--- src/rtl/capture_scheduler.sv ---
// Capture scheduler for the shared Hawk/Owl camera receiver and S2MM DMA path.
// Latches capture requests, arbitrates round-robin, strobes the receiver, and
// supervises each attempt for lock, timeout and byte count, retrying failures.
module capture_scheduler #(
    parameter int SETTLE_CYC    = 4,
    parameter int BYTES_PER_PIX = 2,
    parameter int MAX_RETRY     = 2
) (
    input  logic        sys_clk,
    input  logic        sys_rst,
    input  logic        hawk_req,
    input  logic        owl_req,
    input  logic [15:0] hawk_width,
    input  logic [15:0] hawk_height,
    input  logic [15:0] owl_width,
    input  logic [15:0] owl_height,
    input  logic [31:0] timeout_cycles,
    input  logic        serde_locked,
    input  logic        camera_in_progress,
    input  logic [31:0] dma_xfer_cnt,
    output logic        camera_sel,
    output logic        new_capture,
    output logic        busy,
    output logic        frame_done,
    output logic [1:0]  status,
    output logic        error,
    output logic [1:0]  pending,
    output logic [15:0] frames_ok,
    output logic [15:0] frames_err
);

    typedef enum logic [2:0] {
        ST_IDLE       = 3'd0,
        ST_SETUP      = 3'd1,
        ST_WAIT_START = 3'd2,
        ST_WAIT_END   = 3'd3,
        ST_CHECK      = 3'd4,
        ST_DONE       = 3'd5
    } state_t;

    localparam logic [7:0]  SETTLE_LAST = 8'(SETTLE_CYC - 1);
    localparam logic [7:0]  RETRY_MAX   = 8'(MAX_RETRY);
    localparam logic [31:0] BPP         = 32'(BYTES_PER_PIX);

    // Expected DMA byte count for a frame, truncated to the counter width.
    function automatic logic [31:0] frame_bytes(input logic [15:0] w, input logic [15:0] h);
        logic [31:0] px;
        px          = {16'd0, w} * {16'd0, h};
        frame_bytes = px * BPP;
    endfunction

    state_t      state_r, state_next_s;
    logic [1:0]  pending_r, pend_clr_s;
    logic        sel_r, last_sel_r, pick_sel_s, dispatch_s;
    logic [7:0]  settle_r, settle_next_s;
    logic [7:0]  retry_r, retry_next_s;
    logic [31:0] expected_r, base_r, tmo_r, tmo_inc_s, delta_s;
    logic        tmo_hit_s, attempt_fail_s, strobe_cyc_s, waiting_s, enter_done_s;
    logic [1:0]  fail_code_s, done_status_s;
    logic        new_capture_r, busy_r, frame_done_r, error_r;
    logic [1:0]  status_r;
    logic [15:0] frames_ok_r, frames_err_r;

    // Next-state decode: arbitration, settle countdown, wait supervision and retry policy.
    always_comb begin
        state_next_s   = state_r;
        settle_next_s  = settle_r;
        retry_next_s   = retry_r;
        dispatch_s     = 1'b0;
        attempt_fail_s = 1'b0;
        fail_code_s    = 2'd0;
        done_status_s  = 2'd0;
        pend_clr_s     = 2'b00;
        tmo_inc_s      = tmo_r + 32'd1;
        tmo_hit_s      = (timeout_cycles != 32'd0) && (tmo_inc_s >= timeout_cycles);
        delta_s        = dma_xfer_cnt - base_r;
        strobe_cyc_s   = (state_r == ST_SETUP) && (settle_r == 8'd0);
        waiting_s      = (state_r == ST_WAIT_START) || (state_r == ST_WAIT_END);

        // Both pending: the camera not served last goes first.
        if (pending_r == 2'b11) begin
            pick_sel_s = ~last_sel_r;
        end else begin
            pick_sel_s = pending_r[1];
        end

        case (state_r)
            ST_IDLE: begin
                if (pending_r != 2'b00) begin
                    dispatch_s   = 1'b1;
                    retry_next_s = 8'd0;
                    pend_clr_s   = pick_sel_s ? 2'b10 : 2'b01;
                    if (!serde_locked) begin
                        state_next_s  = ST_DONE;
                        done_status_s = 2'd3;
                    end else begin
                        state_next_s  = ST_SETUP;
                        settle_next_s = SETTLE_LAST;
                    end
                end else begin
                    state_next_s = ST_IDLE;
                end
            end
            ST_SETUP: begin
                if (settle_r == 8'd0) begin
                    state_next_s = ST_WAIT_START;
                end else begin
                    settle_next_s = settle_r - 8'd1;
                end
            end
            ST_WAIT_START: begin
                if (!serde_locked) begin
                    state_next_s  = ST_DONE;
                    done_status_s = 2'd3;
                end else if (tmo_hit_s) begin
                    attempt_fail_s = 1'b1;
                    fail_code_s    = 2'd1;
                end else if (camera_in_progress) begin
                    state_next_s = ST_WAIT_END;
                end else begin
                    state_next_s = ST_WAIT_START;
                end
            end
            ST_WAIT_END: begin
                if (!serde_locked) begin
                    state_next_s  = ST_DONE;
                    done_status_s = 2'd3;
                end else if (tmo_hit_s) begin
                    attempt_fail_s = 1'b1;
                    fail_code_s    = 2'd1;
                end else if (!camera_in_progress) begin
                    state_next_s = ST_CHECK;
                end else begin
                    state_next_s = ST_WAIT_END;
                end
            end
            ST_CHECK: begin
                // Modular subtraction keeps the comparison correct across counter wrap.
                if (delta_s == expected_r) begin
                    state_next_s  = ST_DONE;
                    done_status_s = 2'd0;
                end else begin
                    attempt_fail_s = 1'b1;
                    fail_code_s    = 2'd2;
                end
            end
            ST_DONE: begin
                state_next_s = ST_IDLE;
            end
            default: begin
                state_next_s = ST_IDLE;
            end
        endcase

        if (attempt_fail_s) begin
            if (retry_r < RETRY_MAX) begin
                retry_next_s  = retry_r + 8'd1;
                state_next_s  = ST_SETUP;
                settle_next_s = SETTLE_LAST;
            end else begin
                state_next_s  = ST_DONE;
                done_status_s = fail_code_s;
            end
        end else begin
            retry_next_s = retry_next_s;
        end

        enter_done_s = (state_next_s == ST_DONE);
    end

    // State register.
    always_ff @(posedge sys_clk) begin
        if (sys_rst) begin
            state_r <= ST_IDLE;
        end else begin
            state_r <= state_next_s;
        end
    end

    // Request latch; a new request wins over the clear of its own dispatch.
    always_ff @(posedge sys_clk) begin
        if (sys_rst) begin
            pending_r <= 2'b00;
        end else begin
            pending_r <= (pending_r & ~pend_clr_s) | {owl_req, hawk_req};
        end
    end

    // Per-request context: selection, expected size, byte-counter base and timeout count.
    always_ff @(posedge sys_clk) begin
        if (sys_rst) begin
            sel_r      <= 1'b0;
            last_sel_r <= 1'b1;
            settle_r   <= 8'd0;
            retry_r    <= 8'd0;
            expected_r <= 32'd0;
            base_r     <= 32'd0;
            tmo_r      <= 32'd0;
        end else begin
            settle_r <= settle_next_s;
            retry_r  <= retry_next_s;
            if (dispatch_s) begin
                sel_r      <= pick_sel_s;
                last_sel_r <= pick_sel_s;
                expected_r <= pick_sel_s ? frame_bytes(owl_width, owl_height)
                                         : frame_bytes(hawk_width, hawk_height);
            end
            if (strobe_cyc_s) begin
                base_r <= dma_xfer_cnt;
                tmo_r  <= 32'd0;
            end else if (waiting_s) begin
                tmo_r <= tmo_inc_s;
            end
        end
    end

    // Registered outputs: strobe, busy, completion pulse, status and saturating counters.
    always_ff @(posedge sys_clk) begin
        if (sys_rst) begin
            new_capture_r <= 1'b0;
            busy_r        <= 1'b0;
            frame_done_r  <= 1'b0;
            status_r      <= 2'd0;
            error_r       <= 1'b0;
            frames_ok_r   <= 16'd0;
            frames_err_r  <= 16'd0;
        end else begin
            new_capture_r <= (state_next_s == ST_SETUP) && (settle_next_s == 8'd0);
            busy_r        <= (state_next_s != ST_IDLE);
            frame_done_r  <= enter_done_s;
            if (enter_done_s) begin
                status_r <= done_status_s;
                error_r  <= (done_status_s != 2'd0);
                if (done_status_s == 2'd0) begin
                    if (frames_ok_r != 16'hFFFF) begin
                        frames_ok_r <= frames_ok_r + 16'd1;
                    end
                end else begin
                    if (frames_err_r != 16'hFFFF) begin
                        frames_err_r <= frames_err_r + 16'd1;
                    end
                end
            end else if (dispatch_s) begin
                error_r <= 1'b0;
            end
        end
    end

    assign camera_sel  = sel_r;
    assign new_capture = new_capture_r;
    assign busy        = busy_r;
    assign frame_done  = frame_done_r;
    assign status      = status_r;
    assign error       = error_r;
    assign pending     = pending_r;
    assign frames_ok   = frames_ok_r;
    assign frames_err  = frames_err_r;

endmodule

--- config.mk ---
export PLATFORM = sky130hd
export DESIGN_NAME = capture_scheduler
export DESIGN_NICKNAME = d
export VERILOG_FILES = /design/src/rtl/capture_scheduler.sv
export SDC_FILE = /design/constraint.sdc
export NUM_CORES = 2
export LEC_CHECK = 0
export BUFFER_PORTS_ARGS = -buffer_cell sky130_fd_sc_hd__clkbuf_2
export CAP_MARGIN = 20
export CORE_MARGIN = 4
export CORE_UTILIZATION = 30
export CTS_CLUSTER_DIAMETER = 100
export DETAILED_ROUTE_END_ITERATION = 8
export PLACE_DENSITY_LB_ADDON = 0.1
export SLEW_MARGIN = 20
export SYNTH_ARGS = -nofsm -noshare
export SYNTH_HDL_FRONTEND = slang
export SYNTH_SLANG_ARGS = --single-unit
--- constraint.sdc ---
create_clock -name sys_clk -period 9.9 [get_ports sys_clk]
set_input_delay 1.98 -clock sys_clk [delete_from_list [all_inputs] [get_ports sys_clk]]
set_output_delay 1.98 -clock sys_clk [all_outputs]
set_load 0.02 [all_outputs]
==> impl_metrics.tcl <==
set metrics [dict create \
    root_buffer "clkbuf_16" \
    postSynthCellCount 3362 \
    area_growth_pct 8.99 \
    grt_use_total 0.176 \
    cp_max_fo 16 \
    initialDrtViolationCount 1214 \
    cp-start-kind "input port" \
    syn_area_per_cell_sq_um 8.16 \
    slew_viol_final 0 \
    worst_slew_pin_slew_ps 787 \
    synth_top_area_cell "fa_1" \
    clock_latency_ps 470 \
    grt-ovfl-total 0 \
    synth_warnings 0 \
    crit_arrival_ps 8510 \
    grt_pass1_vias 23600 \
    worstSetupPathType "in -> reg" \
    grt_max_degree 57 \
    endpoint "expected_r[27]" \
    wl_mm 83.2 \
    ir_drop_v 0.000399 \
    fin_worst_skew_ps 10.2 \
    cts-resized-gates 0 \
    timing.slew.headroom 0.470 \
    utilization 0.331 \
    synth_area_sq_mm 0.0274 \
    r2r-end "frames_err[9]" \
    dieArea_sq_mm 0.0964 \
    nets 4216 \
    first_pass_iters 5 \
    wire_per_inst_microns 18.0 \
    synth-main-ff-cell "dfxtp_1" \
    hold_violations 0 \
    cts.sinks 156 \
    numCtsBuffers 17 \
    hold_path_class "reg -> reg" \
    antenna_found_initial 5 \
    start_util 0.303 \
    ys_seq_elements 156 \
    via_count 22500 \
    h-tree-depth 4 \
    power_mw 10.0 \
    grt_setup_unrepaired "no" \
    async_reset_ff_frac 0 \
    drv_cap 0 \
    port_buffers 174 \
    drive_above_1_share 0.0718 \
    netlist_top_cells_area "fa_1, ha_1, dfxtp_1" \
    drc 0 \
    fmax_ghz 0.123 \
    die_y_microns 310 \
    synth_enable_flop_cells 0 \
    fin_tns_setup_ps 0 \
    crit_start "hawk_width[7]" \
    die_w_microns 310 \
    via_per_inst 4.87 \
    io_pins 175 \
    cts.clk_slew.worst_paths_ps 70 \
    core_area_sq_mm 0.0904 \
    cts_buffer_depth 2 \
    r2r_start "tmo_r[12]" \
    leakage_nw 14.2 \
    post-route-period-util 0.819 \
    grt_pass1_wl_mm 133 \
    ys_seq_area_frac 0.114 \
    worstPathRequired_ps 10310 \
    hold_buffers 0 \
    status "complete, no violations" \
    synth_cell_types 87 \
    synth_nets 4152 \
    setup_viol 0 \
    final_antenna_net_count 0 \
    r2r_slack_ps 4000 \
    cts_tree "built" \
    r2r_cells 23 \
    powerDensity_mw_per_mm2 335 \
    synth_top_area_frac 0.282 \
    period_minus_slack_ps 8110 \
    rows 110 \
    routabilityCongestion 0.874 \
    n_fill_cell 9745 \
    end_kind "flip-flop" \
    post_cts_buffers 0 \
    dpl.hpwl_mm 67.8 \
]
## synthesized netlist by cell type, drive strengths merged, types with 4 or more instances
cell	number
mux2	9
nor2	159
a22oi	4
nand4	35
fa	387
nand2b	16
o21ai	94
clkbuf	125
mux2i	9
or4	13
nor3	51
o2111ai	9
nor4	24
o21bai	11
a2111oi	6
and2	240
and4	8
nand2	488
inv	544
dfxtp	156
a31oi	17
a21oi	189
buf	17
a221oi	5
or3	30
xnor2	88
o21a	16
a21boi	7
a21o	45
o211ai	14
a31o	6
o31ai	9
and3	37
xor2	67
nor2b	19
a311oi	11
a211oi	17
a211o	5
nand3	54
ha	269
nand3b	4
## logic make-up (layout without fill, tap and decap cells)
kind of cell | count (synthesis) | after routing | share of synthesized area
compound gates | 499 | 499 | 0.116
flops | 156 | 156 | 0.114
other cells | 0 | 1 | 0
mux | 18 | 18 | 0.00711
simple gates | 1192 | 1192 | 0.213
buf+inv | 686 | 763 | 0.0955
xor+xnor | 155 | 155 | 0.0495
fa+ha+maj | 656 | 656 | 0.405
## cell type report
cell class / instances / area [sq um] / share of cell area
Multi-Input combinational cell: 2520 / 21700 / 0.726
Sequential cell: 156 / 3120 / 0.104
Inverter: 544 / 2040 / 0.0683
Tap cell: 1176 / 1470 / 0.0492
Timing Repair Buffer: 187 / 971 / 0.0325
Clock buffer: 20 / 457 / 0.0153
Clock inverter: 12 / 129 / 0.00431
Antenna cell: 1 / 2.50 / 0.0000837
## worst min-delay path by stage
stage	from	end	slack, ps	cells past startpoint
2_1_floorplan	last_sel_r	last_sel_r	420	2
3_3_place_gp	base_r[27]	base_r[27]	450	2
3_5_place_dp	base_r[17]	base_r[17]	450	2
4_1_cts	base_r[17]	base_r[17]	460	2
5_1_grt	base_r[29]	base_r[29]	480	2
6_report	base_r[19]	base_r[19]	460	2
## metrics by stage
step	setup WS (ps)	std cells	area [sq um]	hold WS [ps]
after floorplan	1960	3362	27400	423
after global placement	1390	4583	29300	446
after detailed placement	1260	4583	29300	450
after CTS	1790	4615	29900	459
after global routing	1260	4615	29900	480
final	1790	4616	29900	456
## state kept, by name, indices dropped and copies added (netlist names), 3 cells and up
register / cells
base_r: 32
expected_r: 31
frames_err: 16
tmo_r: 32
retry_r: 8
state_r: 3
settle_r: 8
frames_ok: 16
## where the power goes
group	internal, mW	switching (mW)	total [mW]
combinational	3.45	5.02	8.47
sequential	0.745	0.138	0.883
clock	0.367	0.310	0.677
## metal layers
layer | up-vias | wire length [microns] | GRT usage
met4 | 6 | 1420 | 0.0377
li1 | 11000 | - | -
met2 | 361 | 41200 | 0.312
met1 | 11100 | 38000 | 0.234
met3 | 82 | 2610 | 0.0182
met5 | - | 41 | 0
## worst max-delay path: stages
cell and delay (ps):
clkbuf_2 250, and2_1 240, fa_1 530, inv_1 50, fa_1 460, fa_1 500
fa_1 540, inv_1 50, fa_1 490, fa_1 440, ha_1 350, a21o_1 180
or3_1 300, a21oi_1 210, o21ai_0 210, a41o_1 350, a221o_1 360, a221oi_1 550
o311ai_0 270, a31oi_1 190
## placed cells by master (no fill, tap or decap), types with 67 or more instances in the layout
master / n
nor2_1: 159
xor2_1: 67
clkbuf_2: 173
and2_1: 240
nand2_1: 488
inv_1: 543
a21oi_1: 185
dfxtp_1: 156
ha_1: 269
o21ai_0: 91
xnor2_1: 88
fa_1: 387
No activity file was read; power rests on OpenSTA's default activity.
